### config.mk
export PLATFORM = sky130hd
export DESIGN_NAME = regfile_mp
export DESIGN_NICKNAME = d
export VERILOG_FILES = /design/src/rtl/regfile_pkg.sv /design/src/rtl/regfile_scoreboard.sv /design/src/rtl/regfile_mp.sv
export SDC_FILE = /design/constraint.sdc
export NUM_CORES = 2
export LEC_CHECK = 0
export CAP_MARGIN = 20
export CORE_MARGIN = 5
export CORE_UTILIZATION = 25
export CTS_CLUSTER_DIAMETER = 40
export DETAILED_ROUTE_END_ITERATION = 10
export PLACE_DENSITY = 0.48
export SLEW_MARGIN = 20
export SYNTH_ARGS = -nofsm -noshare
export SYNTH_HDL_FRONTEND = slang
export SYNTH_SLANG_ARGS = --single-unit
export TNS_END_PERCENT = 5
### constraint.sdc
create_clock -name clk_i -period 10.8 [get_ports clk_i]
set_clock_uncertainty 0.1 [all_clocks]
set_input_delay 2.16 -clock clk_i [delete_from_list [all_inputs] [get_ports clk_i]]
set_output_delay 2.16 -clock clk_i [all_outputs]
set_load 0.01 [all_outputs]
### src/rtl/regfile_pkg.sv
// regfile_pkg: shared definitions for the multi-port register file.
// Holds the clear-sequencer state encoding and the default geometry that
// the decode and hazard stages also use to size their address/data buses.
package regfile_pkg;

  // Default geometry shared with decode and hazard logic
  localparam int RF_DATA_WIDTH = 32;
  localparam int RF_ADDR_WIDTH = 5;
  localparam int RF_DEPTH      = 2 ** RF_ADDR_WIDTH;
  localparam int RF_NUM_READ   = 2;
  localparam int RF_NUM_WRITE  = 2;

  // Clear sequencer: sweep storage to zero, then serve accesses
  typedef enum logic {
    ST_CLEAR = 1'b0,
    ST_READY = 1'b1
  } rf_state_e;

endpackage

### src/rtl/regfile_scoreboard.sv
// regfile_scoreboard: one pending-write bit per register for the hazard unit.
// Ports:
//   clk_i, rst_ni      clock, asynchronous active-low reset (clears all bits)
//   en_i               block is out of the clear sweep; busy forced low otherwise
//   wr_vld_i           qualified write strobes (already masked for r0 / sweep)
//   wr_addr_i          write addresses, port j in slice j
//   res_vld_i          qualified reserve strobe
//   res_addr_i         register to mark pending
//   rd_addr_i          read addresses, port k in slice k
//   rd_busy_o          port k register pending and not written this cycle
module regfile_scoreboard
  import regfile_pkg::*;
#(
  parameter int ADDR_WIDTH = RF_ADDR_WIDTH,
  parameter int NUM_READ   = RF_NUM_READ,
  parameter int NUM_WRITE  = RF_NUM_WRITE,
  parameter bit ZERO_REG   = 1'b1
) (
  input  logic                            clk_i,
  input  logic                            rst_ni,
  input  logic                            en_i,
  input  logic [NUM_WRITE-1:0]            wr_vld_i,
  input  logic [NUM_WRITE*ADDR_WIDTH-1:0] wr_addr_i,
  input  logic                            res_vld_i,
  input  logic [ADDR_WIDTH-1:0]           res_addr_i,
  input  logic [NUM_READ*ADDR_WIDTH-1:0]  rd_addr_i,
  output logic [NUM_READ-1:0]             rd_busy_o
);

  localparam int DEPTH = 2 ** ADDR_WIDTH;

  logic [DEPTH-1:0] sb_q;
  logic [DEPTH-1:0] sb_d;

  // Pending-bit update: writes clear, then a reserve sets (new producer wins)
  always_comb begin
    sb_d = sb_q;
    for (int j = 0; j < NUM_WRITE; j++) begin
      sb_d[wr_addr_i[j*ADDR_WIDTH +: ADDR_WIDTH]] =
        wr_vld_i[j] ? 1'b0 : sb_d[wr_addr_i[j*ADDR_WIDTH +: ADDR_WIDTH]];
    end
    sb_d[res_addr_i] = res_vld_i ? 1'b1 : sb_d[res_addr_i];
  end

  // Pending-bit register
  always_ff @(posedge clk_i or negedge rst_ni) begin
    if (!rst_ni) begin
      sb_q <= {DEPTH{1'b0}};
    end else begin
      sb_q <= sb_d;
    end
  end

  for (genvar k = 0; k < NUM_READ; k++) begin : g_busy
    logic [ADDR_WIDTH-1:0] addr_s;
    logic                  hit_s;

    assign addr_s = rd_addr_i[k*ADDR_WIDTH +: ADDR_WIDTH];

    // Busy lookup: a write landing this cycle resolves the hazard already
    always_comb begin
      hit_s = 1'b0;
      for (int j = 0; j < NUM_WRITE; j++) begin
        hit_s = hit_s | (wr_vld_i[j] &
                (wr_addr_i[j*ADDR_WIDTH +: ADDR_WIDTH] == addr_s));
      end
      if (!en_i) begin
        rd_busy_o[k] = 1'b0;
      end else if (ZERO_REG && (addr_s == {ADDR_WIDTH{1'b0}})) begin
        rd_busy_o[k] = 1'b0;
      end else begin
        rd_busy_o[k] = sb_q[addr_s] & ~hit_s;
      end
    end
  end

endmodule

### src/rtl/regfile_mp.sv
// regfile_mp: multi-port register file with write bypass and pending-write
// scoreboard. After reset a sequencer zeroes one entry per cycle so the array
// needs no wide asynchronous clear.
// Ports:
//   clk_i        sole clock, rising edge
//   rst_ni       asynchronous active-low reset
//   ready_o      high once the clear sweep has completed
//   rd_addr_i    read addresses, port k in slice k
//   rd_data_o    combinational read data, port k in slice k
//   rd_busy_o    port k register has a pending write not completing this cycle
//   wr_en_i      per-port write enable
//   wr_addr_i    write addresses, port j in slice j
//   wr_data_i    write data, port j in slice j
//   res_en_i     reserve strobe (producer issued)
//   res_addr_i   register to reserve
module regfile_mp
  import regfile_pkg::*;
#(
  parameter int DATA_WIDTH = RF_DATA_WIDTH,
  parameter int ADDR_WIDTH = RF_ADDR_WIDTH,
  parameter int NUM_READ   = RF_NUM_READ,
  parameter int NUM_WRITE  = RF_NUM_WRITE,
  parameter bit ZERO_REG   = 1'b1
) (
  input  logic                            clk_i,
  input  logic                            rst_ni,
  output logic                            ready_o,
  input  logic [NUM_READ*ADDR_WIDTH-1:0]  rd_addr_i,
  output logic [NUM_READ*DATA_WIDTH-1:0]  rd_data_o,
  output logic [NUM_READ-1:0]             rd_busy_o,
  input  logic [NUM_WRITE-1:0]            wr_en_i,
  input  logic [NUM_WRITE*ADDR_WIDTH-1:0] wr_addr_i,
  input  logic [NUM_WRITE*DATA_WIDTH-1:0] wr_data_i,
  input  logic                            res_en_i,
  input  logic [ADDR_WIDTH-1:0]           res_addr_i
);

  localparam int DEPTH = 2 ** ADDR_WIDTH;

  rf_state_e             state_q;
  rf_state_e             state_d;
  logic [ADDR_WIDTH-1:0] cnt_q;
  logic [ADDR_WIDTH-1:0] cnt_d;
  logic [DATA_WIDTH-1:0] mem_q [DEPTH];

  logic                  is_ready_s;
  logic [NUM_WRITE-1:0]  wr_vld_s;
  logic                  res_vld_s;

  assign is_ready_s = (state_q == ST_READY);
  assign ready_o    = is_ready_s;

  // Clear sequencer next state: walk every entry once, then hold READY
  always_comb begin
    state_d = state_q;
    cnt_d   = cnt_q;
    case (state_q)
      ST_CLEAR: begin
        cnt_d = cnt_q + ADDR_WIDTH'(1);
        if (cnt_q == {ADDR_WIDTH{1'b1}}) begin
          state_d = ST_READY;
        end else begin
          state_d = ST_CLEAR;
        end
      end
      ST_READY: begin
        state_d = ST_READY;
        cnt_d   = cnt_q;
      end
      default: begin
        state_d = ST_CLEAR;
        cnt_d   = {ADDR_WIDTH{1'b0}};
      end
    endcase
  end

  // Clear sequencer state and sweep counter
  always_ff @(posedge clk_i or negedge rst_ni) begin
    if (!rst_ni) begin
      state_q <= ST_CLEAR;
      cnt_q   <= {ADDR_WIDTH{1'b0}};
    end else begin
      state_q <= state_d;
      cnt_q   <= cnt_d;
    end
  end

  // Write qualification: ignored during sweep, r0 dropped when hard-wired
  always_comb begin
    wr_vld_s = {NUM_WRITE{1'b0}};
    for (int j = 0; j < NUM_WRITE; j++) begin
      if (ZERO_REG && (wr_addr_i[j*ADDR_WIDTH +: ADDR_WIDTH] == {ADDR_WIDTH{1'b0}})) begin
        wr_vld_s[j] = 1'b0;
      end else begin
        wr_vld_s[j] = is_ready_s & wr_en_i[j];
      end
    end
  end

  // Reserve qualification: same masking as writes
  always_comb begin
    if (ZERO_REG && (res_addr_i == {ADDR_WIDTH{1'b0}})) begin
      res_vld_s = 1'b0;
    end else begin
      res_vld_s = is_ready_s & res_en_i;
    end
  end

  // Storage: no reset so it maps to RAM; higher write port is applied last
  always_ff @(posedge clk_i) begin
    if (state_q == ST_CLEAR) begin
      mem_q[cnt_q] <= {DATA_WIDTH{1'b0}};
    end else begin
      for (int j = 0; j < NUM_WRITE; j++) begin
        if (wr_vld_s[j]) begin
          mem_q[wr_addr_i[j*ADDR_WIDTH +: ADDR_WIDTH]] <= wr_data_i[j*DATA_WIDTH +: DATA_WIDTH];
        end
      end
    end
  end

  for (genvar k = 0; k < NUM_READ; k++) begin : g_rd
    logic [ADDR_WIDTH-1:0] addr_s;
    logic [DATA_WIDTH-1:0] byp_s;
    logic [DATA_WIDTH-1:0] data_s;

    assign addr_s = rd_addr_i[k*ADDR_WIDTH +: ADDR_WIDTH];
    assign rd_data_o[k*DATA_WIDTH +: DATA_WIDTH] = data_s;

    // Read path: zero register, then same-cycle bypass (highest port), then storage
    always_comb begin
      byp_s = mem_q[addr_s];
      for (int j = 0; j < NUM_WRITE; j++) begin
        byp_s = (wr_vld_s[j] && (wr_addr_i[j*ADDR_WIDTH +: ADDR_WIDTH] == addr_s))
                ? wr_data_i[j*DATA_WIDTH +: DATA_WIDTH] : byp_s;
      end
      if (!is_ready_s) begin
        data_s = {DATA_WIDTH{1'b0}};
      end else if (ZERO_REG && (addr_s == {ADDR_WIDTH{1'b0}})) begin
        data_s = {DATA_WIDTH{1'b0}};
      end else begin
        data_s = byp_s;
      end
    end
  end

  regfile_scoreboard #(
    .ADDR_WIDTH (ADDR_WIDTH),
    .NUM_READ   (NUM_READ),
    .NUM_WRITE  (NUM_WRITE),
    .ZERO_REG   (ZERO_REG)
  ) u_scoreboard (
    .clk_i      (clk_i),
    .rst_ni     (rst_ni),
    .en_i       (is_ready_s),
    .wr_vld_i   (wr_vld_s),
    .wr_addr_i  (wr_addr_i),
    .res_vld_i  (res_vld_s),
    .res_addr_i (res_addr_i),
    .rd_addr_i  (rd_addr_i),
    .rd_busy_o  (rd_busy_o)
  );

endmodule

==> run summary <==
========================================================================================================
Endpoint arrival time on the critical path ................................................      6.82 ns
Data required time at the worst endpoint ..................................................      8.54 ns
Count of antenna-violating nets left after detailed routing ...............................            0
Flop and latch count out of synthesis .....................................................         1062
Root Driver ...............................................................................    clkbuf_16
Total area of sequential cells ............................................................    31700 um2
Number of antenna violations at the first check in global routing .........................            4
RSZ-0062 raised after global routing ......................................................        false
Number of buffers inserted by port buffering ..............................................          160
Number of failing setup endpoints in the final timing report ..............................            0
CTS H-tree lvls ...........................................................................            4
Number of synthesized flops with an enable pin ............................................         1024
Sequential-to-total area share from yosys stat ............................................        0.494
Width of the die ..........................................................................       517 um
GR Layer Usage met1 .......................................................................        0.249
Number of global-route vias before repair .................................................        46200
Endpoints failing hold ....................................................................            0
Number of buffers on the longest clock path ...............................................            3
Count of vias placed by the detailed router ...............................................        47500
Count of cells resized by post-cts repair .................................................            0
Initial Util ..............................................................................        0.250
Cell variety after synth ..................................................................           94
Kind of capture point of the worst setup path .............................................  output port
Pin count of the biggest net entering global routing ......................................           96
Number of cells on the worst reg-to-reg path ..............................................           13
Synth Area per Inst .......................................................................     11.9 um2
CP max FO .................................................................................           65
Highest attainable clock frequency ........................................................    0.110 GHz
Post-cts hold buffer count ................................................................            0
Routed vias/inst ..........................................................................         5.48
Post-Layout Cell Count ....................................................................         8665
Die Footprint .............................................................................   267000 um2
Total global routing track utilization ....................................................        0.195
Hold path cells ...........................................................................            1
GPL Wtd Cong ..............................................................................        0.885
Met2 demand-to-capacity share in global routing ...........................................        0.323
CTS tree ..................................................................................         done
Boundary Pins .............................................................................          161
Pin slew with the least headroom to its limit .............................................      1.19 ns
Iteration count of the initial detailed-routing pass ......................................            5
Primary flip-flop cell chosen by synthesis mapping ........................................     edfxtp_1
Hold Slack ................................................................................     0.421 ns
Post-layout minimum cycle time ............................................................      9.08 ns
Asr flop ratio synth ......................................................................       0.0358
Post-CTS setup buffer count ...............................................................            0
Classification of the worst-slack hold path ............................................... register to register
Headroom to the max-slew limit ............................................................        0.206
Detailed placement HPWL ...................................................................    151000 um
Final Slew Violations .....................................................................            0
Overall overflow remaining after global route .............................................            0
Leak Pwr ..................................................................................    0.0241 uW
Die Y .....................................................................................       517 um
GRT met3 Usage ............................................................................       0.0300
Sink Count ................................................................................         1062
Most common cell after layout, fill and taps aside ........................................      nand2_1
Filler Cell Count .........................................................................        25700
Global-route wire length before repair ....................................................    369000 um
DRC violations left .......................................................................            0
Gate count after technology mapping .......................................................         5372
Number of placed instances with taps included .............................................         8394
Worst-skew pair later-pin latency .........................................................      0.80 ns
Count of max-cap constraint violations ....................................................            0
Final worst path period share .............................................................        0.840
Post-CTS clock slew at the launch and capture registers of the worst setup and hold paths .      0.05 ns
Busiest grt layer .........................................................................         met2
Layout area overhead ......................................................................        15.8%
Highest ir drop seen on vdd ...............................................................       140 uV
Drt total wl ..............................................................................    265000 um
Avg WL per Cell ...........................................................................      30.6 um
Syn Nets ..................................................................................         5468
Cell Rows .................................................................................          186
Count of synthesis-stage warnings from yosys ..............................................            0
Cell area power density ...................................................................   151 nW/um2
Violation count after the first detailed-route iteration ..................................         5985
Worst setup SP type ....................................................................... primary input
Share of post-route cells with drive strength above 1 .....................................        0.230
TritonCTS buffer count ....................................................................          145
Worst Setup Path Type ..................................................................... primary input to output port
Area taken by multi-input logic gates .....................................................    30400 um2
Result of the run ......................................................................... finished, final reports clean
Leading cell types in the layout, fill and taps excluded .................................. nand2_1, edfxtp_1, o21ai_0
Total negative slack ......................................................................         0 ns
Floorplan Core Area .......................................................................   256000 um2
Synthesized area ..........................................................................    64200 um2
Number of nets at the end of the flow .....................................................         5254
========================================================================================================
metrics by stage:
stage / total power [uW] / worst slack [ns] / util / cell area [um2]
2_1_floorplan: 5640 / 3.81 / - / 64200
5_1_grt: 11500 / 1.58 / 0.290 / 74300
3_5_place_dp: 6230 / 1.77 / 0.270 / 69300
3_3_place_gp: 6220 / 1.62 / 0.270 / 69200
6_report: 11200 / 1.72 / 0.290 / 74300
4_1_cts: 11200 / 1.76 / 0.290 / 74300
critical path: stages:
cell and delay, ns:
clkdlybuf4s50_1 1.16, nor3_1 0.13, a21oi_1 0.77, nand4_1 0.23, nor3_2 0.16, buf_4 0.72
a211oi_1 0.23, a21oi_1 0.55, nor2_1 0.08, clkdlybuf4s50_1 0.52
registers in the layout (all words and copies together), names as in the netlist:
name / count
mem_q: 1024
cnt_q: 5
u_scoreboard.sb_q: 32
ready_o: 1
kinds of logic after synthesis:
| logic type | share of synthesized area |
|---|---|
| buffers and inverters | 0.0442 |
| AO/OA/AOI/OAI | 0.115 |
| multiplexers | 0.251 |
| AND/OR/NAND/NOR | 0.0926 |
| adder cells (fa/ha/maj) | 0.000390 |
| flip-flops | 0.494 |
| XOR/XNOR | 0.00341 |
Yosys cell counts, drive strengths merged, types with 6 or more instances:
| master | count | share of area |
|---|---|---|
| nor3b | 8 | 0.0013 |
| nand2 | 1094 | 0.064 |
| mux4 | 660 | 0.23 |
| o22ai | 37 | 0.0038 |
| nand3 | 25 | 0.0019 |
| nand3b | 12 | 0.0014 |
| mux2 | 15 | 0.0027 |
| o32ai | 7 | 0.0011 |
| o21ai | 1018 | 0.080 |
| nor2b | 10 | 0.00097 |
| nor2 | 211 | 0.013 |
| a21oi | 114 | 0.0095 |
| nand2b | 7 | 0.00068 |
| nor4b | 7 | 0.0013 |
| or3b | 10 | 0.0014 |
| a21boi | 6 | 0.00070 |
| buf | 113 | 0.0085 |
| a31oi | 16 | 0.0016 |
| xnor2 | 15 | 0.0020 |
| a211oi | 71 | 0.0084 |
| o221ai | 12 | 0.0024 |
| xor2 | 10 | 0.0014 |
| edfxtp | 1024 | 0.48 |
| nor3 | 26 | 0.0023 |
| inv | 40 | 0.0023 |
| o31ai | 9 | 0.0011 |
| a22oi | 7 | 0.0012 |
| nor4 | 8 | 0.00078 |
| nand4 | 7 | 0.00068 |
| dfrtp | 38 | 0.015 |
| clkbuf | 565 | 0.033 |
| and2 | 7 | 0.00068 |
| mux2i | 104 | 0.017 |
report_power, final:
part	leakage (uW)	switching, uW	internal (uW)
Clock	0.00239	2020	3030
Combinational	0.0106	892	577
Sequential	0.0111	97.0	4590
worst paths after layout:
path / start / end / slack (ns)
min in group asynchronous: rst_ni / u_scoreboard.sb_q[19] / 1.27
worst min-delay path: cnt_q[0] / cnt_q[0] / 0.42
worst max-delay path: wr_addr_i[9] / rd_data_o[19] / 1.72
worst max register to register: ready_o / u_scoreboard.sb_q[2] / 5.69
worst min register to register: cnt_q[0] / cnt_q[0] / 0.42
max in group asynchronous: rst_ni / cnt_q[4] / 8.91
final cells by class:
| type | count | area share |
|---|---|---|
| flip-flops and latches | 1062 | 0.427 |
| multi-input cells | 3592 | 0.409 |
| well taps | 3384 | 0.0570 |
| clock buffers | 164 | 0.0508 |
| repair buffers | 317 | 0.0387 |
| clock inverters | 105 | 0.0163 |
| inverters | 40 | 0.00202 |
| diodes | 1 | 0.0000337 |
layer usage:
layer | vias up | wire [um]
li1 | 20000 | -
met1 | 24300 | 103000
met2 | 2495 | 128000
met3 | 602 | 20600
met4 | 0 | 14000
met5 | - | 0
No activity file was read; power rests on OpenSTA's default activity.
